### config.mk
export PLATFORM = sky130hd
export DESIGN_NAME = serv_bus_sched
export DESIGN_NICKNAME = d
export VERILOG_FILES = /design/src/rtl/serv_bus_sched_pkg.sv /design/src/rtl/serv_bus_watchdog.sv /design/src/rtl/serv_bus_sched.sv
export SDC_FILE = /design/constraint.sdc
export NUM_CORES = 1
export LEC_CHECK = 0
export BUFFER_PORTS_ARGS = -buffer_cell sky130_fd_sc_hd__buf_2
export CAP_MARGIN = 20
export CORE_AREA = 2 2 108 110
export CTS_CLUSTER_DIAMETER = 120
export DETAILED_ROUTE_END_ITERATION = 12
export DIE_AREA = 0 0 110 112
export PLACE_DENSITY = 0.59
export SETUP_SLACK_MARGIN = 0.05
export SLEW_MARGIN = 25
export SYNTH_ARGS = -nofsm -noshare
export SYNTH_HDL_FRONTEND = slang
export SYNTH_SLANG_ARGS = --single-unit
export TNS_END_PERCENT = 30
### constraint.sdc
create_clock -name i_clk -period 1.8 [get_ports i_clk]
set_input_delay 0.27 -clock i_clk [delete_from_list [all_inputs] [get_ports i_clk]]
set_output_delay 0.27 -clock i_clk [all_outputs]
set_load 0.02 [all_outputs]
### src/rtl/serv_bus_sched_pkg.sv
// Shared types for the SERV instruction/data bus scheduler.
package serv_bus_sched_pkg;

  // One-hot grant state
  typedef enum logic [2:0] {
    ST_IDLE  = 3'b001,
    ST_GNT_I = 3'b010,
    ST_GNT_D = 3'b100
  } state_t;

  typedef enum logic {
    SRC_IBUS = 1'b0,
    SRC_DBUS = 1'b1
  } req_src_t;

  localparam logic [3:0]  IBUS_SEL = 4'hF;
  localparam logic [31:0] IBUS_DAT = 32'h0;

  function automatic logic is_granted(input state_t s);
    return (s == ST_GNT_I) || (s == ST_GNT_D);
  endfunction

endpackage

### src/rtl/serv_bus_watchdog.sv
// Saturating grant-duration counter; o_max flags the all-ones terminal count.
module serv_bus_watchdog #(
  parameter int unsigned TIMEOUT_W      = 8,
  parameter              RESET_STRATEGY = "MINI"
) (
  input  logic i_clk,
  input  logic i_rst,
  input  logic i_clr,
  input  logic i_inc,
  output logic o_max
);

  localparam bit RST_CNT = (RESET_STRATEGY != "NONE");

  logic [TIMEOUT_W-1:0] cnt;

  assign o_max = &cnt;

  always_ff @(posedge i_clk) begin
    if (RST_CNT && i_rst)
      cnt <= '0;
    else if (i_clr)
      cnt <= '0;
    else if (i_inc && !o_max)
      cnt <= cnt + 1'b1;
  end

endmodule

### src/rtl/serv_bus_sched.sv
// Shares one Wishbone master between SERV ibus and dbus: one grant at a time,
// held until ack, with re-grant blocking and a watchdog abort.
module serv_bus_sched
  import serv_bus_sched_pkg::*;
#(
  parameter              RESET_STRATEGY = "MINI",
  parameter int unsigned TIMEOUT_W      = 8
) (
  input  logic        i_clk,
  input  logic        i_rst,
  input  logic [31:0] i_ibus_adr,
  input  logic        i_ibus_cyc,
  output logic [31:0] o_ibus_rdt,
  output logic        o_ibus_ack,
  input  logic [31:0] i_dbus_adr,
  input  logic [31:0] i_dbus_dat,
  input  logic [3:0]  i_dbus_sel,
  input  logic        i_dbus_we,
  input  logic        i_dbus_cyc,
  output logic [31:0] o_dbus_rdt,
  output logic        o_dbus_ack,
  output logic [31:0] o_wb_adr,
  output logic [31:0] o_wb_dat,
  output logic [3:0]  o_wb_sel,
  output logic        o_wb_we,
  output logic        o_wb_cyc,
  input  logic [31:0] i_wb_rdt,
  input  logic        i_wb_ack,
  output logic        o_timeout,
  output logic        o_timeout_src,
  input  logic        i_timeout_clr
);

  localparam bit RST_SRC = (RESET_STRATEGY != "NONE");

  state_t     state;
  logic [1:0] wait_drop;
  req_src_t   timeout_src;
  logic       gnt_i;
  logic       gnt_d;
  logic       granted;
  logic       wd_max;
  logic       fire;
  logic       elig_i;
  logic       elig_d;
  logic       done;

  assign gnt_i   = (state == ST_GNT_I);
  assign gnt_d   = (state == ST_GNT_D);
  assign granted = is_granted(state);

  // Real ack has priority over a watchdog fire landing in the same cycle
  assign fire = granted & ~i_wb_ack & wd_max;

  assign elig_i = i_ibus_cyc & ~wait_drop[0];
  assign elig_d = i_dbus_cyc & ~wait_drop[1];

  assign done = i_wb_ack | fire |
                (gnt_i & ~i_ibus_cyc) | (gnt_d & ~i_dbus_cyc);

  if (TIMEOUT_W > 0) begin : g_wd
    serv_bus_watchdog #(
      .TIMEOUT_W      (TIMEOUT_W),
      .RESET_STRATEGY (RESET_STRATEGY)
    ) u_wd (
      .i_clk (i_clk),
      .i_rst (i_rst),
      .i_clr (~granted),
      .i_inc (granted & ~i_wb_ack),
      .o_max (wd_max)
    );
  end else begin : g_no_wd
    assign wd_max = 1'b0;
  end

  always_ff @(posedge i_clk) begin
    if (i_rst) begin
      state     <= ST_IDLE;
      wait_drop <= '0;
      o_timeout <= 1'b0;
    end else begin
      unique case (state)
        ST_IDLE: begin
          if (elig_d)
            state <= ST_GNT_D;
          else if (elig_i)
            state <= ST_GNT_I;
        end
        ST_GNT_I, ST_GNT_D: begin
          if (done)
            state <= ST_IDLE;
        end
        default: state <= ST_IDLE;
      endcase

      // SERV keeps dbus cyc high past its ack; hold it off until cyc drops
      wait_drop[0] <= i_ibus_cyc & (wait_drop[0] | o_ibus_ack);
      wait_drop[1] <= i_dbus_cyc & (wait_drop[1] | o_dbus_ack);

      if (fire)
        o_timeout <= 1'b1;
      else if (i_timeout_clr)
        o_timeout <= 1'b0;
    end
  end

  always_ff @(posedge i_clk) begin
    if (RST_SRC && i_rst)
      timeout_src <= SRC_IBUS;
    else if (fire)
      timeout_src <= gnt_d ? SRC_DBUS : SRC_IBUS;
  end

  assign o_timeout_src = timeout_src;

  assign o_wb_cyc = granted;
  assign o_wb_adr = gnt_i ? i_ibus_adr : i_dbus_adr;
  assign o_wb_dat = gnt_i ? IBUS_DAT   : i_dbus_dat;
  assign o_wb_sel = gnt_i ? IBUS_SEL   : i_dbus_sel;
  assign o_wb_we  = gnt_i ? 1'b0       : i_dbus_we;

  assign o_ibus_ack = gnt_i & (i_wb_ack | fire);
  assign o_dbus_ack = gnt_d & (i_wb_ack | fire);
  assign o_ibus_rdt = fire ? '0 : i_wb_rdt;
  assign o_dbus_rdt = fire ? '0 : i_wb_rdt;

endmodule

; Yosys cells after proc, flatten, opt, wreduce, memory -nomap -nowiden
; Cells that the tools add are included.
[op_classes]
n_reduce_logical = 8
bitwise_logic = 21
muxes = 12
n_addsub = 1
eq_ne = 5
[op_table]
columns = cell, count
row1 = two-way mux 32 bit, 3
row2 = bitwise AND 1 bit, 10
row3 = two-way mux 3 bit, 3
row4 = "adder 8 x 1 -> 8 bit, second input constant", 1
row5 = AND reduction 8 bit, 1
row6 = NOT 1 bit, 6
row7 = case mux 3 bit (2 select lines), 1
row8 = bitwise OR 1 bit, 5
row9 = two-way mux 1 bit, 4
row10 = two-way mux 4 bit, 1
row11 = OR reduction 2 bit, 2
row12 = "== test 3 x 1 -> 1 bit, second input constant", 1
row13 = "== test 3 x 2 -> 1 bit, second input constant", 1
row14 = "== test 3 bit, second input constant", 1
row15 = "!= test 3 bit, second input constant", 1
row16 = "!= test 2 bit, second input constant", 1
row17 = AND reduction 2 bit, 1
row18 = nonzero test 2 bit, 1
row19 = logical AND 1 bit, 1
row20 = logical NOT 1 bit, 1
row21 = logical OR 1 bit, 1
[word_totals]
reg_bits = 15
inputBits = 139

; Depth between registers and ports, before layout
[logic_depth]
word_depth = 9
ltp_mapped = 6
mapped_depth_nobuf = 5

; Hierarchy
; From an unflattened synthesis, not the netlist that was laid out.
[hier_totals]
cells_unflattened = 235
hier_area_um2 = 1955.6
[modules_own_cells]
columns = mod, n_inst, cells_each, area_each_um2, seq_area_each_um2
row1 = serv_bus_sched, 1, 190, 1530.2, 140.1
row2 = serv_bus_watchdog, 1, 45, 425.4, 160.2

; Worst setup path before layout
; No wires, ideal clock.
[synth_path]
path_kind = reg2out
start = register g_wd.u_wd.cnt[0]
end = output port o_ibus_rdt[22]
required_time_ps = 1530
setup_slack_ps = -82
stages_incl_launch_ff = 7
arrival_time_ps = 1612
cell_sequence = dfxtp_1 > ha_1 > and3_1 > nand4_1 > clkbuf_1 > and2_1 > buf_4
[synth_between]
elab_chain_len = 3
[synth_lines]
columns = element, line
row1 = "start, declared", serv_bus_watchdog.sv:15  ; logic [TIMEOUT_W-1:0] cnt;
row2 = "start signal, assigned", serv_bus_watchdog.sv:25  ; cnt <= cnt + 1'b1;
row3 = AND reduction 8 bit, serv_bus_watchdog.sv:17  ; assign o_max = &cnt;
row4 = bitwise AND 1 bit, serv_bus_sched.sv:53  ; assign fire = granted & ~i_wb_ack & wd_max;
row5 = two-way mux 32 bit, --
row6 = "end, declared", serv_bus_sched.sv:13  ; output logic [31:0] o_ibus_rdt,
; Every way passes these cells.

; Worst setup path in the final report
[layout_path]
start = register g_wd.u_wd.cnt[0]
end = output port o_ibus_ack
[layout_between]
elab_chain_len = 4
[layout_lines]
columns = element, line
row1 = AND reduction 8 bit, serv_bus_watchdog.sv:17
row2 = bitwise AND 1 bit, serv_bus_sched.sv:53
row3 = bitwise OR 1 bit, serv_bus_sched.sv:122  ; assign o_ibus_ack = gnt_i & (i_wb_ack | fire);
row4 = bitwise AND 1 bit, serv_bus_sched.sv:122
row5 = "end, declared", serv_bus_sched.sv:14  ; output logic o_ibus_ack,
; Every way passes these cells.

==> impl_metrics.json <==
{
  "cts.root.buffer_cell": "sky130_fd_sc_hd__clkbuf_16",
  "final_period_minus_worst_setup_slack_ns": 1.90,
  "ports_placed_on_the_boundary": 277,
  "final_design_area_no_fill_sq_mm": 0.00399,
  "clock_latency_on_the_worst_skew_pair_ns": 0.25,
  "drt_iter0_markers": 123,
  "setup-violations-final": 130,
  "mostFrequentLayoutCells": "sky130_fd_sc_hd__buf_2, sky130_fd_sc_hd__nand2_1, sky130_fd_sc_hd__buf_6",
  "maximum_number_of_pins_on_one_net_before_global_route_repair": 37,
  "min-delay-path-class": "primary input to flop",
  "globalplace.congestion": 0.875,
  "wire_length_of_the_first_global_routing_pass_mm": 12.7,
  "fin_setup_tns_ns": -7.03,
  "final_nets": 697,
  "worst-endpoint-arrival_ns": 1.63,
  "fp.dieW_um": 110,
  "clk_transition_reported_paths_ns": 0.05,
  "core_sq_mm": 0.0112,
  "cap_violations": 0,
  "setup_repair_after_global_routing_missed_its_margin": "true",
  "clkSinkCount": 15,
  "critPathMaxFanout": 4,
  "place_ws_ns": 0.0358,
  "ff_latch_area_sq_um": 312,
  "synth.ff_latch_count": 15,
  "dp.final_hpwl_mm": 7.14,
  "start_util": 0.169,
  "clockBufferDepth": 2,
  "mappedNetlistNets": 444,
  "post_route_cells_drive_above_1_share": 0.637,
  "dieArea_sq_mm": 0.0123,
  "grt_overflow": 0,
  "power.density_cell_area_mw_per_mm2": 438,
  "synth-warning-count": 0,
  "mappedNetlistArea_sq_mm": 0.00188,
  "mostFrequentLayoutCell": "sky130_fd_sc_hd__buf_2",
  "synth_enable_flop_cells": 0,
  "placement.io_buffers": 276,
  "final_util": 0.357,
  "drt_pass1_iterations": 4,
  "tritoncts": "done",
  "maxSlewViolCount": 0,
  "finClkSkew_ns": 0.00168,
  "synth_area_per_cell_sq_um": 6.20,
  "worst-r2r-setup-slack_ns": 0.14,
  "placementRows": 39,
  "numCtsBuffers": 3,
  "maximum_frequency_from_static_timing_analysis_mhz": 527,
  "setup.worst_path.start_class": "flop",
  "area_taken_by_multi_input_logic_gates_sq_mm": 0.00140,
  "async_flop_share": 0,
  "postSynth.topFlopCell": "sky130_fd_sc_hd__dfxtp_1",
  "num_antenna_cells": 0,
  "dr_total_vias": 2852,
  "instances_no_fill": 699,
  "number_of_global_route_vias_before_repair": 2565,
  "worstSetupEndpointType": "output pin",
  "die_height_um": 112,
  "groute.usage.overall": 0.132,
  "grt_antenna_before_repair": 0,
  "setup.worst_path.class": "flop to output pin",
  "layout-area-overhead-vs-synth_pct": 112,
  "route.final.wire_length_mm": 9.04,
  "tightest_slew_ns": 0.383,
  "failing_checks": "negative setup slack",
  "finalHoldViolations": 0,
  "placement.cell_area_sq_mm": 0.00337,
  "routed_via_density": 4.08,
  "netlist_instances": 304,
  "maxSlewHeadroom": 0.741,
  "design_power_total_mw": 1.75,
  "fillcell_total": 1198,
  "required_ns": 1.53,
  "antenna_violating_nets_post_route": 0,
  "cts_max_level": 1,
  "setup_ws_ns": -0.0964,
  "power.leakage_nw": 2.18,
  "route.detailed.drc": 0,
  "post_cts_hold_buffer_count": 0,
  "ys_types": 36,
  "seq_area_frac_synth": 0.159,
  "ir_drop_mv": 0.218,
  "status": "finished with violations",
  "wl_per_cell_um": 12.9,
  "final_min_period_over_clock_period": 1.05,
  "post-place-cells": 689,
  "timing.hold.ws_ns": 0.287
}
area by class of cell:
| class | instances | area share |
|---|---|---|
| tap | 143 | 0.0449 |
| sequential | 15 | 0.0781 |
| multi-input combinational | 237 | 0.350 |
| clock inverter | 1 | 0.00126 |
| inverter | 3 | 0.00282 |
| timing repair buffer | 297 | 0.504 |
| clock buffer | 3 | 0.0188 |
kinds of logic after synthesis:
| family | after synthesis | share of synthesized area |
|---|---|---|
| AOI/OAI and AO/OA | 27 | 0.102 |
| DFF | 15 | 0.159 |
| buffers and inverters | 52 | 0.170 |
| adders and majority gates | 1 | 0.00664 |
| and+or+nand+nor | 208 | 0.554 |
| xor gates and xnor gates | 1 | 0.00863 |
repair_timing:
action,in CTS,in global routing
setup buffers,6,0
pin swaps,1,2
resized for setup,54,106
gates cloned,2,0
hold endpoints to repair,0,0
endpoints found under the setup margin,137,139
metal layers:
layer,wire length [um],vias to the layer above,GRT usage
met2,4530,176,0.244
met5,0,-,0
met4,111,0,0.0321
li1,-,1452,-
met1,3540,1215,0.153
met3,852,9,0.0246
report_power, final:
part,switching (mW),total [mW],internal (mW)
Combinational,0.487,0.950,0.463
Sequential,0.0166,0.358,0.342
Clock,0.142,0.440,0.297
sequential cells by signal (all words and copies together) (netlist names):
name / flops
g_wd.u_wd.cnt: 8
o_timeout: 1
o_timeout_src: 1
state: 3
wait_drop: 2
final timing paths:
check,endpoint,start,depth (start not counted)
hold reg to reg,o_timeout_src$_SDFFE_PP0P_,o_timeout_src$_SDFFE_PP0P_,2
setup reg to reg,o_timeout_src$_SDFFE_PP0P_,g_wd.u_wd.cnt[0]$_SDFFE_PP0P_,7
hold / removal,o_timeout$_SDFFE_PP0P_,i_timeout_clr,3
setup / recovery,o_ibus_ack,g_wd.u_wd.cnt[0]$_SDFFE_PP0P_,6
worst max-delay path: stages, from the launching register on:
cell                      delay (ns)
sky130_fd_sc_hd__dfxtp_2        0.33
sky130_fd_sc_hd__ha_4           0.16
sky130_fd_sc_hd__and3_4         0.18
sky130_fd_sc_hd__a41oi_1        0.32
sky130_fd_sc_hd__buf_4          0.19
sky130_fd_sc_hd__nor2_1         0.04
sky130_fd_sc_hd__buf_2          0.16
Yosys cell counts, types with 4 or more instances:
library cell	count	area, sq um
sky130_fd_sc_hd__o311ai_0	4	35.0
sky130_fd_sc_hd__buf_4	33	248
sky130_fd_sc_hd__nand2b_1	6	37.5
sky130_fd_sc_hd__and3_1	4	25.0
sky130_fd_sc_hd__o41ai_1	4	35.0
sky130_fd_sc_hd__o21ai_0	5	25.0
sky130_fd_sc_hd__nor2_1	6	22.5
sky130_fd_sc_hd__dfxtp_1	15	300
sky130_fd_sc_hd__a21oi_1	7	35.0
sky130_fd_sc_hd__clkbuf_1	15	56.3
sky130_fd_sc_hd__and2_1	67	419
sky130_fd_sc_hd__nand2_1	103	387
sky130_fd_sc_hd__nand3_1	6	30.0
Power figures use the tool's default switching activity.
